<file path="src/rtl/noc_credit_rx_port_pkg.sv">
// Shared constants and helpers for the router-side PE link port.
// Credit count and flit width must match the sending PE.
package noc_credit_rx_port_pkg;

  localparam int FLIT_W      = 20;
  localparam int NOC_CREDITS = 7;
  localparam int DEPTH       = NOC_CREDITS;
  localparam int PTR_W       = $clog2(DEPTH);
  localparam int CNT_W       = $clog2(DEPTH + 1);

  typedef logic [FLIT_W-1:0] flit_t;

  // DEPTH is not a power of two, so the wrap point is compared explicitly.
  function automatic logic [PTR_W-1:0] ptr_inc(input logic [PTR_W-1:0] ptr);
    if (ptr == PTR_W'(DEPTH - 1)) begin
      ptr_inc = {PTR_W{1'b0}};
    end else begin
      ptr_inc = ptr + 1'b1;
    end
  endfunction

endpackage

</file>
<file path="src/rtl/noc_credit_rx_port_if.sv">
// PE-to-router flit/credit link plus the switch-facing valid/ready handshake.
// slave is the port's view; master is the view of the PE/switch environment.
interface noc_credit_rx_port_if;
  import noc_credit_rx_port_pkg::*;

  flit_t in_flit;
  logic  in_valid;
  flit_t out_flit;
  logic  out_valid;
  logic  out_ready;
  logic  credit_out;

  modport slave (
    input  in_flit,
    input  in_valid,
    input  out_ready,
    output out_flit,
    output out_valid,
    output credit_out
  );

  modport master (
    output in_flit,
    output in_valid,
    output out_ready,
    input  out_flit,
    input  out_valid,
    input  credit_out
  );

endinterface

</file>
<file path="src/rtl/noc_credit_rx_port_flit_fifo.sv">
// Synchronous first-word-fall-through flit FIFO with non-power-of-two depth.
// A push while full is accepted only when a pop frees a slot in the same cycle.
module noc_credit_rx_port_flit_fifo
  import noc_credit_rx_port_pkg::*;
(
  input  logic             clk,
  input  logic             rst,
  input  logic             push,
  input  logic             pop,
  input  flit_t            wr_data,
  output flit_t            rd_data,
  output logic             full,
  output logic             empty,
  output logic [CNT_W-1:0] occupancy
);

  flit_t            mem_r [DEPTH];
  logic [PTR_W-1:0] wr_ptr_r;
  logic [PTR_W-1:0] rd_ptr_r;
  logic [CNT_W-1:0] count_r;
  logic             push_ok_s;
  logic             pop_ok_s;

  assign full      = (count_r == CNT_W'(DEPTH));
  assign empty     = (count_r == {CNT_W{1'b0}});
  assign pop_ok_s  = pop && !empty;
  assign push_ok_s = push && (!full || pop_ok_s);
  assign occupancy = count_r;

  // Pointer and occupancy state
  always_ff @(posedge clk or negedge rst) begin
    if (!rst) begin
      wr_ptr_r <= {PTR_W{1'b0}};
      rd_ptr_r <= {PTR_W{1'b0}};
      count_r  <= {CNT_W{1'b0}};
    end else begin
      if (push_ok_s) begin
        wr_ptr_r <= ptr_inc(wr_ptr_r);
      end else begin
        wr_ptr_r <= wr_ptr_r;
      end
      if (pop_ok_s) begin
        rd_ptr_r <= ptr_inc(rd_ptr_r);
      end else begin
        rd_ptr_r <= rd_ptr_r;
      end
      case ({push_ok_s, pop_ok_s})
        2'b10:   count_r <= count_r + 1'b1;
        2'b01:   count_r <= count_r - 1'b1;
        default: count_r <= count_r;
      endcase
    end
  end

  // Flit storage; contents are don't-care until written
  always_ff @(posedge clk) begin
    if (push_ok_s) begin
      mem_r[wr_ptr_r] <= wr_data;
    end
  end

  // Head flit, forced to zero while empty
  always_comb begin
    rd_data = {FLIT_W{1'b0}};
    if (empty) begin
      rd_data = {FLIT_W{1'b0}};
    end else begin
      rd_data = mem_r[rd_ptr_r];
    end
  end

endmodule

</file>
<file path="src/rtl/noc_credit_rx_port.sv">
// Router local input port: buffers PE flits, hands them to the switch and
// returns one registered credit pulse per flit drained.
module noc_credit_rx_port
  import noc_credit_rx_port_pkg::*;
(
  input  logic                clk,
  input  logic                rst,
  noc_credit_rx_port_if.slave link,
  output logic [CNT_W-1:0]    occupancy,
  output logic                overflow_err
);

  logic  full_s;
  logic  empty_s;
  logic  pop_s;
  logic  drop_s;
  logic  credit_r;
  logic  overflow_r;
  flit_t head_s;

  assign pop_s  = !empty_s && link.out_ready;
  assign drop_s = link.in_valid && full_s && !pop_s;

  noc_credit_rx_port_flit_fifo u_fifo (
    .clk       (clk),
    .rst       (rst),
    .push      (link.in_valid),
    .pop       (pop_s),
    .wr_data   (link.in_flit),
    .rd_data   (head_s),
    .full      (full_s),
    .empty     (empty_s),
    .occupancy (occupancy)
  );

  // Credit return and sticky overflow flag
  always_ff @(posedge clk or negedge rst) begin
    if (!rst) begin
      credit_r   <= 1'b0;
      overflow_r <= 1'b0;
    end else begin
      credit_r <= pop_s;
      if (drop_s) begin
        overflow_r <= 1'b1;
      end else begin
        overflow_r <= overflow_r;
      end
    end
  end

  assign link.out_flit   = head_s;
  assign link.out_valid  = !empty_s;
  assign link.credit_out = credit_r;
  assign overflow_err    = overflow_r;

endmodule
</file>
<file path="src/flat_wrapper.sv">
// flat-port wrapper written by rule: the top's interface ports become plain ports
module noc_credit_rx_port_flat import noc_credit_rx_port_pkg::*;
  (clk, rst, occupancy, overflow_err, link_in_flit, link_in_valid, link_out_ready, link_out_flit, link_out_valid, link_credit_out);
  noc_credit_rx_port_if link_i ();
  input  logic clk;
  input  logic rst;
  output logic [CNT_W-1:0] occupancy;
  output logic overflow_err;
  input wire logic [$bits(link_i.in_flit)-1:0] link_in_flit;
  input wire logic [$bits(link_i.in_valid)-1:0] link_in_valid;
  input wire logic [$bits(link_i.out_ready)-1:0] link_out_ready;
  output wire logic [$bits(link_i.out_flit)-1:0] link_out_flit;
  output wire logic [$bits(link_i.out_valid)-1:0] link_out_valid;
  output wire logic [$bits(link_i.credit_out)-1:0] link_credit_out;
  assign link_i.in_flit = link_in_flit;
  assign link_i.in_valid = link_in_valid;
  assign link_i.out_ready = link_out_ready;
  assign link_out_flit = link_i.out_flit;
  assign link_out_valid = link_i.out_valid;
  assign link_credit_out = link_i.credit_out;
  noc_credit_rx_port u_core (.clk(clk), .rst(rst), .link(link_i), .occupancy(occupancy), .overflow_err(overflow_err));
endmodule
</file>
<file path="config.mk">
export PLATFORM = sky130hd
export DESIGN_NAME = noc_credit_rx_port_flat
export DESIGN_NICKNAME = d
export VERILOG_FILES = /design/src/rtl/noc_credit_rx_port_pkg.sv /design/src/rtl/noc_credit_rx_port_if.sv /design/src/rtl/noc_credit_rx_port_flit_fifo.sv /design/src/rtl/noc_credit_rx_port.sv /design/src/flat_wrapper.sv
export SDC_FILE = /design/constraint.sdc
export NUM_CORES = 1
export LEC_CHECK = 0
export ABC_AREA = 1
export CAP_MARGIN = 20
export CELL_PAD_IN_SITES_DETAIL_PLACEMENT = 2
export CELL_PAD_IN_SITES_GLOBAL_PLACEMENT = 2
export CORE_AREA = 3 3 130 132
export CTS_CLUSTER_DIAMETER = 60
export DETAILED_ROUTE_END_ITERATION = 8
export DIE_AREA = 0 0 133 135
export PLACE_DENSITY_LB_ADDON = 0.1
export SLEW_MARGIN = 20
export SYNTH_ARGS = -nofsm -noshare
export SYNTH_HDL_FRONTEND = slang
export SYNTH_SLANG_ARGS = --single-unit
</file>
<file path="constraint.sdc">
create_clock -name clk -period 2.5 [get_ports clk]
set_clock_uncertainty 0.15 [all_clocks]
set_input_delay 0.75 -clock clk [delete_from_list [all_inputs] [get_ports clk]]
set_output_delay 0.75 -clock clk [all_outputs]
set_load 0.02 [all_outputs]
</file>
==> results of run 1 <==
[cell type report]
cell class	instances	area, um^2
clock buffer	28	497
clock inverter	4	45.0
fill	1470	7310
inverter	18	82.6
multi-input combinational	314	1890
sequential	151	4480
tap	216	270
timing repair buffer	116	1250
[worst max path at each step]
stage	startpoint	to	slack [ps]	cells after the start
2_1_floorplan	link_out_ready	u_core.u_fifo.mem_r[1][0]	-40	6
3_3_place_gp	u_core.u_fifo.rd_ptr_r[0]	link_out_flit[18]	-240	8
3_5_place_dp	u_core.u_fifo.rd_ptr_r[0]	link_out_flit[2]	-310	7
4_1_cts	u_core.u_fifo.rd_ptr_r[0]	link_out_flit[18]	-250	8
5_1_grt	u_core.u_fifo.rd_ptr_r[0]	link_out_flit[19]	-370	7
6_report	u_core.u_fifo.rd_ptr_r[0]	link_out_flit[19]	-310	7
[critical path, delay by kind of cell (launching register included)]
| family | cells | cell delay, ps |
|---|---|---|
| simple gates | 3 | 220 |
| compound gates | 2 | 350 |
| flops | 1 | 520 |
| buf+inv | 2 | 360 |
[cells by family (layout without fill, tap and decap cells)]
family / count (synthesis) / after routing / synth area share [%]
xor+xnor: 1 / 1 / 0.143
compound gates: 91 / 91 / 8.36
flops: 151 / 151 / 73.0
buf+inv: 43 / 166 / 3.61
simple gates: 221 / 221 / 14.6
fa+ha+maj: 1 / 1 / 0.326
[per-stage QoR]
step                TNS, ps  std cells  power (W)  worst slack, ps
finish                -4950        847     0.0114             -305
global route          -6380        847     0.0120             -368
CTS                   -4220        844     0.0108             -248
detailed placement   -11630        809    0.00802             -315
global placement      -6860        809    0.00780             -235
floorplan             -2230        508    0.00574            -37.1
[power by group]
group	leakage [nW]	total, W	switching (W)	internal (W)
clock	0.266	0.00243	0.000989	0.00144
sequential	1.40	0.00342	0.000217	0.00320
combinational	1.58	0.00559	0.00321	0.00238
[layer usage]
layer / part of all wire [%] / GRT usage (%)
met1: 41 / 27.2
met2: 54 / 39.4
met3: 3.3 / 4.43
met4: 2.0 / 8.72
met5: 0 / 0
[cells in the mapped netlist]
master,n
o211ai_1,1
nand2_2,2
buf_2,15
edfxtp_1,140
nand2_4,1
buf_4,4
clkbuf_2,1
nor2_2,2
a21oi_1,40
o21ai_1,5
clkbuf_1,2
a21o_1,1
inv_1,13
inv_2,3
fa_1,1
xor2_1,1
nand4_1,1
nor2_1,49
o21a_1,20
a22oi_1,1
buf_6,3
inv_4,1
dfrtp_1,11
nand2_1,135
nand3_1,30
clkinv_1,1
nor2_4,1
o21ai_0,23
[sequential cells by signal, summed over array words and instances, names as in the netlist]
signal                   count
u_core.link.credit_out       1
u_core.u_fifo.wr_ptr_r       3
u_core.overflow_err          1
u_core.u_fifo.occupancy      3
u_core.u_fifo.rd_ptr_r       3
u_core.u_fifo.mem_r        140
[what timing repair did]
item	CTS	global route
pin swaps	7	46
setup buffers	3	1
setup endpoints to repair	21	21
cloned	0	2
resized for setup	165	118
==> results.py, run 1 <==
metrics = {
    "status": {
        "status": "finished with violations",
        "violations": "setup timing",
    },
    "worst_hold_path": {
        "whs_path_depth": 1,
        "hold_path_startpoint": "u_core.overflow_err",
        "min_to": "u_core.overflow_err",
        "hold_class": "flop to flop",
    },
    "drt": {
        "num_vias": 4422,
        "drt_iter0_drc": 262,
        "ant_nets": 0,
        "post_drt_wl_per_cell_um": 24.2,
        "drt_wl_total_um": 20500,
        "drcViolationCount": 0,
        "firstDrtPassIters": 4,
        "vias_per_cell": 5.22,
    },
    "pwr": {
        "power.leakage_nw": 3.25,
        "ir_drop_uv": 604,
        "p_per_area_nw_per_um2": 1340,
    },
    "place": {
        "gp_congestion": 0.714,
        "io_buffers": 49,
        "dp_hpwl_um": 12200,
        "place_area_um2": 7330,
    },
    "global_routing": {
        "grt-ovfl-total": 0,
        "antenna_found_initial": 0,
        "grt_use_total_pct": 22.4,
        "grt_pass1_wl_um": 29700,
        "grt_max_degree": 21,
        "grt_pass1_vias": 5049,
    },
    "setup_path": {
        "path_cells": "buf_6, nand2_1, nand2_1, nand2_1, a21oi_2, o21a_1, buf_6",
        "path_class": "flop to output pin",
        "max_stage_delay_ps": 520,
        "worstReg2RegStart": "u_core.u_fifo.occupancy[0]",
        "critPathRequiredTime_ps": 1600,
        "reg2reg_to": "u_core.u_fifo.mem_r[5][15]",
        "crit_path_start_kind": "flop",
        "crit_slowest_cell": "dfrtp_2",
        "cp_max_fo": 17,
        "rrSetupSlack_ps": 630,
        "worstRegToRegCells": 7,
        "arrival_ps": 1910,
        "crit_top_cell": "nand2_1",
        "cp-end-kind": "output pin",
    },
    "finish": {
        "final_area_um2": 8520,
        "drive_above_1_share_pct": 36.5,
        "mostFrequentLayoutCells": "edfxtp_1 (140), nand2_1 (86), buf_4 (39)",
        "final_common_cell": "edfxtp_1",
        "post-route-util_pct": 53.8,
        "synthToLayoutAreaGrowth_pct": 38.8,
        "antenna_cells": 0,
        "final_net_count": 643,
    },
    "synthesis": {
        "syn_inst": 508,
        "yosysWarnings": 0,
        "ys_seq_area_share_pct": 73.0,
        "netlist.top_cell.by_area": "edfxtp_1",
        "synth_nets": 533,
        "syn_avg_cell_area_um2": 12.1,
        "ys_types": 28,
        "synth_area_um2": 6140,
        "synthTopCellsByArea": "edfxtp_1 (69%), nand2_1 (8.3%), dfrtp_1 (4.5%)",
        "ys_seq_elements": 151,
        "synth_top_area_share_pct": 68.5,
    },
    "clocking": {
        "clock_latency_ps": 430,
        "htree_levels": 4,
        "cts_num_sinks": 151,
        "path_clk_slew_ps": 70,
        "cts_root_buf": "clkbuf_16",
        "cts_tree": "built",
        "cts_hold_buffers": 0,
        "clk_path_buf_depth": 2,
        "cts_buffers": 17,
    },
    "floorplan": {
        "dieWidth_um": 133,
        "io-pin-count": 50,
        "fp.dieArea_um2": 18000,
        "std_cell_rows": 46,
        "core_area_um2": 15800,
        "die_y_um": 135,
        "start_util_pct": 38.8,
    },
    "sta": {
        "drv_slew": 0,
        "layout_min_cycle_time_ps": 2810,
        "max_freq_ghz": 0.356,
        "grt_setup_unrepaired": "yes",
        "relSlewSlack_pct": 53.4,
        "worst_slew_pin_slew_ps": 698,
        "timing.hold.ws_ps": 315,
        "worst_slack_ps": -305,
        "hold_viol_final": 0,
        "setup_viol": 20,
        "post-route-period-util_pct": 112,
    },
    "job": {
        "maxCapViolations": 0,
    },
}
No activity file was read; power rests on OpenSTA's default activity.
==> run 2, diff against run 1 <==
--- a/config.mk
+++ b/config.mk
@@ -13,6 +13,7 @@
 export CTS_CLUSTER_DIAMETER = 60
 export DETAILED_ROUTE_END_ITERATION = 8
 export DIE_AREA = 0 0 133 135
+export HOLD_SLACK_MARGIN = 0.06
 export PLACE_DENSITY_LB_ADDON = 0.1
 export SLEW_MARGIN = 20
 export SYNTH_ARGS = -nofsm -noshare
==> results of run 2 <==
Final layout, timing and power as in run 1 (identical DEF).
==> run 3, diff against run 2 <==
--- a/config.mk
+++ b/config.mk
@@ -9,10 +9,10 @@
 export CAP_MARGIN = 20
 export CELL_PAD_IN_SITES_DETAIL_PLACEMENT = 2
 export CELL_PAD_IN_SITES_GLOBAL_PLACEMENT = 2
-export CORE_AREA = 3 3 130 132
+export CORE_AREA = 3 3 125 127
 export CTS_CLUSTER_DIAMETER = 60
 export DETAILED_ROUTE_END_ITERATION = 8
-export DIE_AREA = 0 0 133 135
+export DIE_AREA = 0 0 128 130
 export HOLD_SLACK_MARGIN = 0.06
 export PLACE_DENSITY_LB_ADDON = 0.1
 export SLEW_MARGIN = 20
==> constraint.sdc (replaced) <==
create_clock -name clk -period 3.33 [get_ports clk]
set_clock_uncertainty 0.15 [all_clocks]
set_input_delay 0.999 -clock clk [delete_from_list [all_inputs] [get_ports clk]]
set_output_delay 0.999 -clock clk [all_outputs]
set_load 0.02 [all_outputs]
==> results.py, run 3 (synthesis results as in run 1) <==
metrics = {
    "status": {
        "status": "finished clean",
    },
    "floorplan": {
        "io-pin-count": 50,
        "dieWidth_um": 128,
        "start_util_pct": 42.2,
        "die_y_um": 130,
        "std_cell_rows": 44,
        "fp.dieArea_um2": 16600,
        "core_area_um2": 14500,
    },
    "sta": {
        "worst_slew_pin_slew_ps": 642,
        "relSlewSlack_pct": 57.1,
        "grt_setup_unrepaired": "no",
        "timing.hold.ws_ps": 311,
        "max_freq_ghz": 0.309,
        "hold_viol_final": 0,
        "layout_min_cycle_time_ps": 3240,
        "drv_slew": 0,
        "post-route-period-util_pct": 97.3,
        "setup_viol": 0,
        "final.setup.tns_ps": 0,
    },
    "pwr": {
        "power.leakage_nw": 2.86,
        "p_per_area_nw_per_um2": 1020,
        "ir_drop_uv": 467,
    },
    "setup_path": {
        "worstReg2RegStart": "u_core.u_fifo.occupancy[2]",
        "crit_slowest_cell": "dfrtp_2",
        "cp_top_family": "buffers and inverters",
        "path_cells": "inv_6, buf_12, buf_4, nor2_1, nor2_1, o21a_1, dlygate4sd2_1",
        "cp-end-kind": "output pin",
        "crit_start": "u_core.u_fifo.rd_ptr_r[0]",
        "path_class": "flop to output pin",
        "timing.critical_path.buf_inv": 4,
        "cp_max_fo": 9,
        "crit_path_start_kind": "flop",
        "critPathRequiredTime_ps": 2180,
        "crit_top_cell": "nor2_1",
        "arrival_ps": 2090,
        "max_stage_delay_ps": 490,
    },
    "global_routing": {
        "grt_util_met1_pct": 30.3,
        "grt_use_total_pct": 26.2,
        "grt_util_met2_pct": 47.4,
        "grt_pass1_wl_um": 31300,
        "grt-ovfl-total": 0,
        "grt_pass1_vias": 5070,
        "busiest_layer": "met2",
        "antenna_found_initial": 0,
        "grt_max_degree": 24,
        "grtUsageMet3_pct": 5.61,
    },
    "worst_hold_path": {
        "hold_class": "flop to flop",
        "hold_path_startpoint": "u_core.overflow_err",
    },
    "clocking": {
        "clock_latency_ps": 440,
        "cts_buffers": 17,
        "htree_levels": 4,
        "clk_path_buf_depth": 2,
        "cts_hold_buffers": 0,
        "cts_tree": "built",
        "cts_num_sinks": 151,
        "path_clk_slew_ps": 60,
        "cts_root_buf": "clkbuf_16",
    },
    "place": {
        "place_area_um2": 7060,
        "dp_hpwl_um": 11300,
        "gp_congestion": 0.777,
        "io_buffers": 49,
    },
    "drt": {
        "drt_wl_total_um": 20300,
        "drt_iter0_drc": 297,
        "firstDrtPassIters": 4,
        "ant_nets": 0,
        "vias_per_cell": 5.54,
        "num_vias": 4305,
        "drcViolationCount": 0,
        "post_drt_wl_per_cell_um": 26.2,
    },
    "finish": {
        "synthToLayoutAreaGrowth_pct": 24.9,
        "antenna_cells": 0,
        "final_area_um2": 7660,
        "final_net_count": 605,
        "mostFrequentLayoutCells": "edfxtp_1 (140), nand2_1 (135), nor2_1 (41)",
        "num-fill-cells": 1417,
        "regArea_um2": 4480,
        "final_common_cell": "edfxtp_1",
        "drive_above_1_share_pct": 14.2,
        "top_register": "u_core.u_fifo.mem_r",
        "largest_register_ff_count": 140,
        "multi_input_area_um2": 1460,
    },
    "job": {
        "maxCapViolations": 0,
    },
}
run 3: worst register-to-register path, cell delays in order (launching register included):
cell     delay [ps]
dfrtp_1         440
inv_1           130
nand2_4         120
nand3_1         160
fa_1            470
inv_1           130
nand2_1          70
nand3_1          90
nand2_1          70
inv_1            60
run 3: stage by stage:
stage                     power (W)  cells  utilization, %  worst slack (ps)
final                       0.00779    777            52.7              89.0
after global routing        0.00820    777            52.7              4.12
after CTS                   0.00787    777            52.9             -2.44
after detailed placement    0.00581    742            48.6               139
after global placement      0.00562    742            48.6               248
after floorplan             0.00431    508               -               544
run 3: area by class of cell:
cell class | instances | area share (%)
flip-flops and latches | 151 | 58.5
multi-input cells | 314 | 19.0
repair buffers | 78 | 10.8
clock buffers | 19 | 5.65
well taps | 184 | 3.00
clock inverters | 13 | 2.09
inverters | 18 | 0.980
run 3: what timing repair did:
item,4_1_cts,5_1_grt
gates resized for setup,36,25
buffers inserted,3,0
endpoints found under the setup margin,20,15
cloned,0,0
endpoints found under the hold margin,0,0
run 3: report_power, final:
part / switching, W / internal [W] / total (W)
sequential: 0.000154 / 0.00240 / 0.00256
clock: 0.000795 / 0.00124 / 0.00203
combinational: 0.00208 / 0.00113 / 0.00321
total: 0.00303 / 0.00476 / 0.00779
run 3: final timing paths:
kind                                         endpoint  slack, ps  depth (start not counted)
setup / recovery                    link_out_flit[14]         90                          7
hold / removal                    u_core.overflow_err        310                          1
setup reg to reg           u_core.u_fifo.occupancy[2]       1390                          9
hold reg to reg                   u_core.overflow_err        310                          1
max in group asynchronous   u_core.u_fifo.rd_ptr_r[0]       1770                          1
min in group asynchronous   u_core.u_fifo.wr_ptr_r[0]        810                          1
run 3: metal layers:
metal  share of wire, %  vias up
met4                3.4        0
met1                 37     2208
met2                 54      141
met3                5.1       41
met5                  0        -
li1                   -     1915
